==> config.mk <==
export PLATFORM = sky130hd
export DESIGN_NAME = voice_allocator
export DESIGN_NICKNAME = d
export VERILOG_FILES = /design/src/rtl/synth_pkg.sv /design/src/rtl/voice_table.sv /design/src/rtl/voice_allocator.sv
export SDC_FILE = /design/constraint.sdc
export NUM_CORES = 2
export LEC_CHECK = 0
export ABC_AREA = 0
export ABC_CLOCK_PERIOD_IN_PS = 11800
export CAP_MARGIN = 0
export CELL_PAD_IN_SITES_DETAIL_PLACEMENT = 2
export CELL_PAD_IN_SITES_GLOBAL_PLACEMENT = 2
export CORE_UTILIZATION = 25
export DETAILED_ROUTE_END_ITERATION = 6
export PLACE_DENSITY = 0.54
export REMOVE_ABC_BUFFERS = 1
export SLEW_MARGIN = 5
export SYNTH_ARGS = -nofsm -noshare
export SYNTH_HDL_FRONTEND = slang
export SYNTH_SLANG_ARGS = --single-unit
==> constraint.sdc <==
create_clock -name clk32 -period 11.8 [get_ports clk32]
set_input_delay 1.18 -clock clk32 [delete_from_list [all_inputs] [get_ports clk32]]
set_output_delay 1.18 -clock clk32 [all_outputs]
set_load 0.02 [all_outputs]
==> src/rtl/synth_pkg.sv <==
// Shared types and constants for the synth voice allocation path.
package synth_pkg;

  localparam int unsigned NUM_VOICES_DEF = 128;

  typedef enum logic [1:0] {
    EV_ON    = 2'd0,
    EV_OFF   = 2'd1,
    EV_PRESS = 2'd2,
    EV_NONE  = 2'd3
  } ev_type_e;

  typedef enum logic [1:0] {
    VA_IDLE  = 2'd0,
    VA_SCAN  = 2'd1,
    VA_ISSUE = 2'd2
  } va_state_e;

  // Outcome of a scan, acted on in the ISSUE cycle.
  typedef enum logic [1:0] {
    ACT_NONE    = 2'd0,
    ACT_PRESS   = 2'd1,
    ACT_RELEASE = 2'd2,
    ACT_KEY     = 2'd3
  } va_act_e;

endpackage

==> src/rtl/voice_table.sv <==
// Per-slot owner/state register file: one combinational read port, one ISSUE write port
// and a voice_done clear port that loses to a same-slot ISSUE write.
module voice_table
  import synth_pkg::*;
#(
  parameter int unsigned NUM_VOICES = NUM_VOICES_DEF,
  parameter int unsigned ADDR_W     = 8,
  parameter int unsigned IDX_W      = $clog2(NUM_VOICES)
) (
  input  logic              clk32,
  input  logic              rst,
  input  logic [IDX_W-1:0]  rd_idx,
  output logic              rd_busy,
  output logic              rd_held,
  output logic [3:0]        rd_ch,
  output logic [6:0]        rd_nt,
  input  logic              wr_en,
  input  logic [IDX_W-1:0]  wr_addr,
  input  logic              wr_held,
  input  logic [3:0]        wr_ch,
  input  logic [6:0]        wr_nt,
  output logic              wr_free,
  input  logic              clr_en,
  input  logic [ADDR_W-1:0] clr_addr,
  output logic              clr_eff
);

  logic [NUM_VOICES-1:0] busy_q;
  logic [NUM_VOICES-1:0] held_q;
  logic [3:0]            ch_q [NUM_VOICES];
  logic [6:0]            nt_q [NUM_VOICES];
  logic [IDX_W-1:0]      clr_idx;

  assign clr_idx = clr_addr[IDX_W-1:0];

  always_comb begin
    rd_busy = busy_q[rd_idx];
    rd_held = held_q[rd_idx];
    rd_ch   = ch_q[rd_idx];
    rd_nt   = nt_q[rd_idx];
    wr_free = !busy_q[wr_addr];
    // A clear only counts when it really frees a busy slot the ISSUE write is not claiming.
    clr_eff = clr_en && (32'(clr_addr) < NUM_VOICES) && busy_q[clr_idx] &&
              !(wr_en && (wr_addr == clr_idx));
  end

  always_ff @(posedge clk32) begin
    if (rst) begin
      busy_q <= '0;
      held_q <= '0;
    end else begin
      if (clr_eff) begin
        busy_q[clr_idx] <= 1'b0;
        held_q[clr_idx] <= 1'b0;
      end
      if (wr_en) begin
        busy_q[wr_addr] <= 1'b1;
        held_q[wr_addr] <= wr_held;
      end
    end
  end

  always_ff @(posedge clk32) begin
    if (wr_en) begin
      ch_q[wr_addr] <= wr_ch;
      nt_q[wr_addr] <= wr_nt;
    end
  end

endmodule

==> src/rtl/voice_allocator.sv <==
// Maps MIDI note events onto voice slots by linear scan; optional round-robin stealing
// when every slot is held is enabled by defining VOICE_STEAL_EN.
module voice_allocator
  import synth_pkg::*;
#(
  parameter int unsigned NUM_VOICES = NUM_VOICES_DEF,
  parameter int unsigned ADDR_W     = 8
) (
  input  logic              clk32,
  input  logic              rst,
  input  logic              ev_valid,
  output logic              ev_ready,
  input  logic [1:0]        ev_type,
  input  logic [6:0]        ev_note,
  input  logic [6:0]        ev_velocity,
  input  logic [3:0]        ev_channel,
  input  logic              voice_done,
  input  logic [ADDR_W-1:0] voice_done_addr,
  output logic              note_pressed,
  output logic              note_released,
  output logic              note_keypress,
  output logic [6:0]        note,
  output logic [6:0]        velocity,
  output logic [3:0]        channel,
  output logic [ADDR_W-1:0] addr,
  output logic [7:0]        active_count,
  output logic              drop_pulse
);

  localparam int unsigned      IDX_W   = $clog2(NUM_VOICES);
  localparam logic [IDX_W-1:0] LAST    = IDX_W'(NUM_VOICES - 1);
  localparam logic [7:0]       MAX_CNT = 8'(NUM_VOICES);

  va_state_e        state_q, state_d;
  ev_type_e         typ_in, typ_q;
  logic [6:0]       ev_note_q, ev_vel_q;
  logic [3:0]       ev_ch_q;
  logic [IDX_W-1:0] idx_q, free_idx_q, rel_idx_q, dec_idx;
  logic             free_found_q, rel_found_q;
  va_act_e          act_q, dec_act;
  logic [6:0]       note_q, velocity_q;
  logic [3:0]       channel_q;
  logic [ADDR_W-1:0] addr_q;
  logic [7:0]       count_q;
  logic             accept, cur_match, scan_end;
  logic             rd_busy, rd_held, wr_en, wr_free, clr_eff, inc;
  logic [3:0]       rd_ch;
  logic [6:0]       rd_nt;
`ifdef VOICE_STEAL_EN
  logic [IDX_W-1:0] steal_ptr_q;
  logic             steal_q, dec_steal;
`endif

  voice_table #(
    .NUM_VOICES(NUM_VOICES),
    .ADDR_W    (ADDR_W),
    .IDX_W     (IDX_W)
  ) u_table (
    .clk32   (clk32),
    .rst     (rst),
    .rd_idx  (idx_q),
    .rd_busy (rd_busy),
    .rd_held (rd_held),
    .rd_ch   (rd_ch),
    .rd_nt   (rd_nt),
    .wr_en   (wr_en),
    .wr_addr (addr_q[IDX_W-1:0]),
    .wr_held (act_q == ACT_PRESS),
    .wr_ch   (ev_ch_q),
    .wr_nt   (ev_note_q),
    .wr_free (wr_free),
    .clr_en  (voice_done),
    .clr_addr(voice_done_addr),
    .clr_eff (clr_eff)
  );

  always_comb begin
    typ_in = ev_type_e'(ev_type);
    if (typ_in == EV_ON && ev_velocity == 7'd0) typ_in = EV_OFF;
    accept    = ev_valid && ev_ready;
    cur_match = rd_held && (rd_ch == ev_ch_q) && (rd_nt == ev_note_q);
    scan_end  = (state_q == VA_SCAN) && (cur_match || idx_q == LAST);
    wr_en     = (state_q == VA_ISSUE) && (act_q == ACT_PRESS || act_q == ACT_RELEASE);
    inc       = wr_en && (act_q == ACT_PRESS) && wr_free;
  end

  // Decision taken on the final scan cycle, including the slot being read right now.
  always_comb begin
    dec_act = ACT_NONE;
    dec_idx = idx_q;
`ifdef VOICE_STEAL_EN
    dec_steal = 1'b0;
`endif
    if (typ_q == EV_ON) begin
      if (cur_match) begin
        dec_act = ACT_PRESS;
      end else if (free_found_q || !rd_busy) begin
        dec_act = ACT_PRESS;
        dec_idx = free_found_q ? free_idx_q : idx_q;
      end else if (rel_found_q || !rd_held) begin
        dec_act = ACT_PRESS;
        dec_idx = rel_found_q ? rel_idx_q : idx_q;
      end
`ifdef VOICE_STEAL_EN
      else begin
        dec_act   = ACT_PRESS;
        dec_idx   = steal_ptr_q;
        dec_steal = 1'b1;
      end
`endif
    end else if (cur_match) begin
      dec_act = (typ_q == EV_OFF) ? ACT_RELEASE : ACT_KEY;
    end
  end

  always_ff @(posedge clk32) begin
    if (rst) state_q <= VA_IDLE;
    else     state_q <= state_d;
  end

  always_comb begin
    state_d = state_q;
    unique case (state_q)
      VA_IDLE:  if (accept && typ_in != EV_NONE) state_d = VA_SCAN;
      VA_SCAN:  if (scan_end) state_d = VA_ISSUE;
      default:  state_d = VA_IDLE;
    endcase
  end

  always_comb begin
    ev_ready      = (state_q == VA_IDLE) && !rst;
    note_pressed  = 1'b0;
    note_released = 1'b0;
    note_keypress = 1'b0;
    drop_pulse    = 1'b0;
    if (state_q == VA_ISSUE) begin
      unique case (act_q)
        ACT_PRESS:   note_pressed  = 1'b1;
        ACT_RELEASE: note_released = 1'b1;
        ACT_KEY:     note_keypress = 1'b1;
        default:     drop_pulse    = 1'b1;
      endcase
    end
  end

  always_ff @(posedge clk32) begin
    if (rst) begin
      typ_q        <= EV_NONE;
      ev_note_q    <= '0;
      ev_vel_q     <= '0;
      ev_ch_q      <= '0;
      idx_q        <= '0;
      free_idx_q   <= '0;
      rel_idx_q    <= '0;
      free_found_q <= 1'b0;
      rel_found_q  <= 1'b0;
      act_q        <= ACT_NONE;
      note_q       <= '0;
      velocity_q   <= '0;
      channel_q    <= '0;
      addr_q       <= '0;
      count_q      <= '0;
    end else begin
      if (accept) begin
        typ_q        <= typ_in;
        ev_note_q    <= ev_note;
        ev_vel_q     <= ev_velocity;
        ev_ch_q      <= ev_channel;
        idx_q        <= '0;
        free_found_q <= 1'b0;
        rel_found_q  <= 1'b0;
      end
      if (state_q == VA_SCAN) begin
        idx_q <= idx_q + 1'b1;
        if (!free_found_q && !rd_busy) begin
          free_found_q <= 1'b1;
          free_idx_q   <= idx_q;
        end
        if (!rel_found_q && rd_busy && !rd_held) begin
          rel_found_q <= 1'b1;
          rel_idx_q   <= idx_q;
        end
      end
      if (scan_end) begin
        act_q <= dec_act;
        // Output fields only move on a real strobe so they hold between strobes.
        if (dec_act != ACT_NONE) begin
          note_q     <= ev_note_q;
          velocity_q <= ev_vel_q;
          channel_q  <= ev_ch_q;
          addr_q     <= ADDR_W'(dec_idx);
        end
      end
      if (inc && !clr_eff && count_q != MAX_CNT) count_q <= count_q + 8'd1;
      else if (clr_eff && !inc && count_q != 8'd0) count_q <= count_q - 8'd1;
    end
  end

`ifdef VOICE_STEAL_EN
  always_ff @(posedge clk32) begin
    if (rst) begin
      steal_ptr_q <= '0;
      steal_q     <= 1'b0;
    end else begin
      if (scan_end) steal_q <= dec_steal;
      if (state_q == VA_ISSUE && steal_q) begin
        steal_ptr_q <= (steal_ptr_q == LAST) ? '0 : steal_ptr_q + 1'b1;
      end
    end
  end
`endif

  assign note         = note_q;
  assign velocity     = velocity_q;
  assign channel      = channel_q;
  assign addr         = addr_q;
  assign active_count = count_q;

endmodule

# Word level (Yosys, flattened, before mapping)
# Memories as Yosys holds them, arrays and structs flattened. A register that Yosys moved wholly into a read port is not among the register bits.
# Index checks and enable logic that the tools add are counted.
[op_classes] n_reduce_logical=49 n_bitwise=4 addsub=3 n_mux=59 order_cmp=6 n_eq_ne=14
[op_table] operator="$mux W128" n=6
[op_table] operator="$and A128 B128 Y128" n=2
[op_table] operator="$bwmux W128" n=1
[op_table] operator="$not A128 Y128" n=1
[op_table] operator="$or A128 B128 Y128" n=1
[op_table] operator="$mux W7" n=12
[op_table] operator="$bmux W1 S7" n=4
[op_table] operator="$mux W1" n=26
[op_table] operator="$lt A7 B8 Y1 const B" n=3
[op_table] operator="$logic_and A1 B1 Y1" n=23
[op_table] operator="$mux W8" n=2
[op_table] operator="$demux W1 S7" n=2
[op_table] operator="$eq A7 B7 Y1" n=2
[op_table] operator="$ge A7 B1 Y1 const B" n=2
[op_table] operator="$mux W2" n=5
[op_table] operator="$logic_not A1 Y1" n=9
[op_table] operator="$add A8 B1 Y8 const B" n=1
[op_table] operator="$lt A8 B8 Y1 const B" n=1
[op_table] operator="$ne A8 B8 Y1 const B" n=1
[op_table] operator="$reduce_and A2 Y1" n=4
[op_table] operator="$reduce_bool A8 Y1" n=1
[op_table] operator="$sub A8 B1 Y8 const B" n=1
[op_table] operator="$add A7 B1 Y7 const B" n=1
[op_table] operator="$eq A7 B7 Y1 const B" n=1
[op_table] operator="other kinds (10)" n=23
[word_totals] memories=2 wordCells=155 ramBits=1408 ff_bits=336
[memory_table] memory="u_table.nt_q" depth=128 word_bits=7 read_ports=1 rd_ports_with_merged_regs=1 write_ports=1 line_no="voice_table.sv:31" text="logic [6:0] nt_q [NUM_VOICES];"
[memory_table] memory="u_table.ch_q" depth=128 word_bits=4 read_ports=1 rd_ports_with_merged_regs=1 write_ports=1 line_no="voice_table.sv:30" text="logic [3:0] ch_q [NUM_VOICES];"

# Logic depth before layout (Yosys ltp)
[depth] depth_word=10 ltp_mapped=25 ltp_nobuf=21

# Modules after synthesis
# Synthesis repeated with hierarchy kept, for this count alone.
[unflattened] cells_unflattened=4103 area_unflattened_um2=72474.5
[by_module_without_submodules] mod="voice_table" n_inst=1 area_per_inst_um2=68613.3 cells_each=3641
[by_module_without_submodules] mod="voice_allocator" n_inst=1 area_per_inst_um2=3861.2 cells_each=462

# Least setup slack after synthesis
# No wires, ideal clock.
[synth_timing] path_kind="input to register" startpoint="input voice_done_addr[0]" endpoint="register count_q[7] (netlist: active_count[7])" arrival_ns=5.542 setup_slack_ns=6.184 required_ns=11.726 setup_time_ns=0.074 stages=21 path_cell_list="buf_4 > buf_6 > buf_4 > o311a_1 > mux4_2 > mux4_2 > or4b_4 > nor2b_1 > nand2_1 > ha_1 > a21o_1 > a21oi_1 > nor2b_1 > o21a_1 > o21a_1 > o21ai_0 > nand2b_1 > nor3_1 > a22oi_1 > or3_1 > o21ai_0"
[synth_between] elab_chain_cells=8
[synth_lines] item="start: declaration" line_no="voice_allocator.sv:18" text="input logic [ADDR_W-1:0] voice_done_addr,"
[synth_lines] item="$bmux W1 S7, or another cell as far along" line_no="voice_table.sv:43" text="clr_eff = clr_en && (32'(clr_addr) < NUM_VOICES) && busy_q[clr_idx] &&"
[synth_lines] item="$mux W1 (implied by the code), or another cell as far along" line_no="voice_table.sv:43"
[synth_lines] item="$logic_and A1 B1 Y1 / $logic_not A1 Y1 (equally long branches)" line_no="voice_table.sv:43, voice_table.sv:44"
[synth_lines] item="$logic_and A1 B1 Y1 (*)" line_no="voice_table.sv:43"
[synth_lines] item="$logic_not A1 Y1" line_no="voice_allocator.sv:194" text="if (inc && !clr_eff && count_q != MAX_CNT) count_q <= count_q + 8'd1;"
[synth_lines] item="$logic_and A1 B1 Y1 (2 in series)" line_no="voice_allocator.sv:194"
[synth_lines] item="$mux W8 / $reduce_bool A2 Y1 (equally long branches)"
[synth_lines] item="end signal: assignment" line_no="voice_allocator.sv:194"
[synth_lines] item="end signal: assignment" line_no="voice_allocator.sv:195" text="else if (clr_eff && !inc && count_q != 8'd0) count_q <= count_q - 8'd1;"
[synth_lines] item="end: declaration" line_no="voice_allocator.sv:44" text="logic [7:0] count_q;"
# Every way passes the cells marked *; elsewhere a longest branch is shown, timed or not. The select of a mux whose other input is x is not followed.
# A chain may end at the register's enable or synchronous reset.

==> impl.org <==
** Global routing
- In the global route stage, overall resource usage came out at 19.8%.
- Largest net degree at the start of global routing :: 100
- Global-route wire length before repair :: 410 mm
- After global routing the overflow that remains totals 0.
- The via count of the first global-routing pass came to 49200.
- Number of antenna violations at the first check in global routing :: 24

** Hold path
- In this run the most critical hold path is launched from ev_vel_q[0]$_SDFFE_PP0P_.
- Hold endpoint :: ev_vel_q[0]$_SDFFE_PP0P_
- In this run the worst hold path is classified as reg2reg.
- Along the worst hold path, the cell count comes to 2.

** Pwr
- LEAKAGE :: 25.4 nW
- Power density cells :: 153 nW/um^2
- IR analysis of the VDD net gives a maximum drop of 0.000114 V.

** CTS
- Number of cells upsized or downsized after cts :: 0
- Clock-pin slew was measured on the worst setup and hold paths at 0.06 ns.
- The cell sitting at the root of the clock tree is a sky130_fd_sc_hd__clkbuf_16.
- CTS Buf Count :: 197
- Latest clock arrival within the worst-skew pair :: 0.89 ns
- Clk buf depth :: 4
- Clock tree from TritonCTS :: yes
- The tree built by TritonCTS fans out to 1751 sinks.
- CTS H-tree depth :: 4
- Number of buffers inserted to repair setup after CTS :: 0
- Number of hold buffers added after cts :: 0

** Route
- Vias/cell :: 5.16
- Pre-Repair DR Iteration Count :: 7
- The detail route stage leaves a number of antenna-violating nets equal to 0.
- Total via count after detailed routing :: 47100
- In the final routed layout, each cell accounts on average for 32.6 um.
- After detailed routing, the number of remaining DRC violations is 7.
- Initial DRC Count :: 4146
- Total Wirelength :: 297 mm

** Die
- The die is 543 um tall.
- The initial utilization of the core area, before any placement, comes to 25.2%.
- For this design the top-level I/O count stands at 71.
- In this run the standard cell core region covers 291000 um^2.
- The floorplan step defined a die boundary enclosing 295000 um^2.
- Cell Rows :: 198
- Die width :: 543 um

** Status
- Violations in the final reports :: design-rule violations
- The run finished, with violations left.

** Timing
- Final Critical Period :: 7.05 ns
- Max Freq :: 142 MHz
- Final period utilization :: 59.7%
- Final-report max-slew violation count :: 0
- On the final layout, the worst clock skew is 0.0852 ns.
- The hold violation count in the final report was 0.
- Slew at the pin with the worst max-slew slack :: 1.32 ns
- Unrepaired setup endpoints after global routing :: no
- The worst pin sits at a relative slew slack of 11.6%.
- Setup violations remaining at the end of the flow were counted as 0.

** Yosys
- Post-Synthesis Cell Area :: 73300 um^2
- Syn avg cell area :: 14.9 um^2
- Distinct cell type count after synthesis :: 84
- Sequential element share of the synthesized area :: 67.1%
- The synthesized design contains 1408 enable-type register cells.
- The most used flip-flop cell after synthesis is sky130_fd_sc_hd__edfxtp_1.
- The synthesized design contains 1751 register bits.
- Of all flip-flops after synthesis, the portion carrying an async set or reset was 0%.
- Yosys printed 0 warnings.
- After technology mapping, the gate count stands at 4915.

** Critical path
- Depth of the worst register-to-register path :: 13
- Largest fanout on the critical path :: 40
- Data arrives at the worst endpoint at 7.80 ns.
- The worst setup path is captured at a flip-flop.
- Element type at the critical path start :: flip-flop
- The worst register-to-register path has a setup slack of 4.75 ns.
- The setup path with the least slack is of type reg2reg.
- The worst register-to-register path ends at channel[3]$_SDFFE_PP0P_.
- Worst EP required :: 12.56 ns

** Placed design
- The placed instances occupy a cell area of 79100 um^2.
- HPWL reported at the end of detailed placement :: 196 mm
- Input and output buffers added on the ports amount to 69.
- Final GP Congestion :: 0.906

** Cells and area
- Proportion of layout cells with a drive suffix above 1 :: 16.8%
- Fill cells in the final layout number 30400.
- The net count of the finished layout is 5115.
- Area growth, synth to finish :: 16.1%
- Summing all non-filler instances in the final layout gives an area of 85100 um^2.
- Final design utilization :: 29.2%

** Flow run
- The tool flagged a number of max-cap violations equal to 0.
-- per-stage QoR --
stage                     TNS (ns)  worst slack (ns)  hold WS (ns)  instances  power, W
after floorplan            -204.32             -7.15         0.430       4600   0.00716
after global placement           0              3.95         0.448       8772   0.00725
after detailed placement         0              4.02         0.454       8772   0.00726
after CTS                        0              4.74         0.463       9118    0.0132
after global routing             0              4.53         0.483       9121    0.0134
final                            0              4.75         0.460       9124    0.0130
-- cells in the final DEF, fill, tap and decap left out, drive strengths merged, types with 11 or more instances in the layout --
cell / synthesis / final
edfxtp: 1408 / 1408
mux2i: 428 / 428
nand2: 411 / 411
dfxtp: 343 / 343
a21oi: 329 / 329
nor2: 329 / 329
mux4: 276 / 276
clkbuf: 152 / 245
buf: 163 / 207
a22oi: 133 / 133
nand3: 106 / 106
nand3b: 102 / 102
clkinv: 0 / 86
o22ai: 67 / 67
clkdlybuf4s50: 0 / 65
o21ai: 64 / 64
inv: 63 / 63
o211ai: 44 / 44
nor2b: 44 / 44
nor3: 43 / 43
mux2: 42 / 42
nand4: 28 / 28
nand2b: 22 / 22
nor4: 21 / 21
a221oi: 20 / 20
xnor2: 20 / 20
a211oi: 19 / 19
and2: 19 / 19
a31oi: 19 / 19
a22o: 16 / 16
and3: 14 / 14
bufinv: 0 / 11
ha: 11 / 11
-- synthesized netlist by cell type, types with 28 or more instances --
library cell / count / share of area (%)
sky130_fd_sc_hd__a21oi_1: 329 / 2.2
sky130_fd_sc_hd__a22oi_1: 132 / 1.4
sky130_fd_sc_hd__buf_2: 67 / 0.46
sky130_fd_sc_hd__buf_4: 46 / 0.47
sky130_fd_sc_hd__clkbuf_1: 151 / 0.77
sky130_fd_sc_hd__dfxtp_1: 343 / 9.4
sky130_fd_sc_hd__edfxtp_1: 1408 / 58
sky130_fd_sc_hd__inv_1: 61 / 0.31
sky130_fd_sc_hd__mux2_2: 42 / 0.65
sky130_fd_sc_hd__mux2i_1: 427 / 5.8
sky130_fd_sc_hd__mux4_2: 276 / 8.5
sky130_fd_sc_hd__nand2_1: 411 / 2.1
sky130_fd_sc_hd__nand3_1: 106 / 0.72
sky130_fd_sc_hd__nand3b_1: 100 / 1.0
sky130_fd_sc_hd__nand4_1: 28 / 0.24
sky130_fd_sc_hd__nor2_1: 329 / 1.7
sky130_fd_sc_hd__nor2b_1: 44 / 0.38
sky130_fd_sc_hd__nor3_1: 42 / 0.29
sky130_fd_sc_hd__o211ai_1: 44 / 0.45
sky130_fd_sc_hd__o21ai_0: 58 / 0.40
sky130_fd_sc_hd__o22ai_1: 67 / 0.57
-- registers in the layout (all words and copies together), names as in the netlist, 4 cells and up, named ones only --
| name | flops |
|---|---|
| u_table.nt_q | 896 |
| u_table.ch_q | 512 |
| u_table.busy_q | 128 |
| u_table.held_q | 128 |
| active_count | 8 |
| addr | 7 |
| ev_note_q | 7 |
| ev_vel_q | 7 |
| free_idx_q | 7 |
| idx_q | 7 |
| note | 7 |
| rel_idx_q | 7 |
| velocity | 7 |
| channel | 4 |
| ev_ch_q | 4 |
-- kinds of logic after synthesis --
logic type / after synthesis / synth area share (%)
AO/OA/AOI/OAI: 824 / 7.25
AND/OR/NAND/NOR: 1176 / 7.61
multiplexers: 746 / 15.0
XOR/XNOR: 27 / 0.323
other: 1 / 0.00512
adder cells (fa/ha/maj): 12 / 0.215
buffers and inverters: 378 / 2.54
flip-flops: 1751 / 67.1
-- critical path, stage by stage (launching register included) --
cell	delay [ns]
sky130_fd_sc_hd__dfxtp_4	0.79
sky130_fd_sc_hd__buf_4	0.74
sky130_fd_sc_hd__nor2b_4	0.70
sky130_fd_sc_hd__buf_4	0.50
sky130_fd_sc_hd__a221oi_1	0.18
sky130_fd_sc_hd__o21ai_0	0.32
sky130_fd_sc_hd__nand4_1	0.18
sky130_fd_sc_hd__a2111oi_0	0.85
sky130_fd_sc_hd__xnor2_1	0.16
sky130_fd_sc_hd__o41ai_2	0.70
sky130_fd_sc_hd__o21a_1	0.63
sky130_fd_sc_hd__a31oi_4	0.59
sky130_fd_sc_hd__mux2i_1	0.33
sky130_fd_sc_hd__nor2_1	0.06
-- layout make-up --
class	count	area [um^2]	area share [%]
sequential	1751	49200	57.9
multi-input combinational	2786	22500	26.4
clock buffer	245	5120	6.02
tap	3900	4880	5.74
timing repair buffer	272	2290	2.69
clock inverter	101	848	0.997
inverter	63	236	0.278
antenna	6	15.0	0.0176
-- metal layers --
metal	track usage [%]	up-vias	routed length, um
li1	-	19500	-
met3	3.00	402	16900
met2	31.9	1507	138000
met1	27.3	25700	133000
met4	5.81	8	9000
met5	0	-	56
-- worst max path at each step --
stage | slack [ns] | from | endpoint | cells after the start
3_5_place_dp | 4.02 | voice_done_addr[1] | active_count[7]$_SDFFE_PP0P_ | 21
5_1_grt | 4.53 | flip-flop | velocity[5]$_SDFFE_PP0P_ | 13
6_report | 4.75 | flip-flop | channel[3]$_SDFFE_PP0P_ | 13
4_1_cts | 4.74 | flip-flop | channel[3]$_SDFFE_PP0P_ | 13
2_1_floorplan | -7.15 | flip-flop | note[3]$_SDFFE_PP0P_ | 10
3_3_place_gp | 3.95 | voice_done_addr[1] | active_count[7]$_SDFFE_PP0P_ | 21
-- power breakdown --
group | leakage, nW | internal, W | total, W | switching (W)
Combinational | 7.27 | 0.000135 | 0.000425 | 0.000290
Clock | 2.90 | 0.00331 | 0.00589 | 0.00259
Sequential | 15.3 | 0.00665 | 0.00669 | 0.0000391
Total | 25.4 | 0.0101 | 0.0130 | 0.00292
No activity file was read; power rests on OpenSTA's default activity.
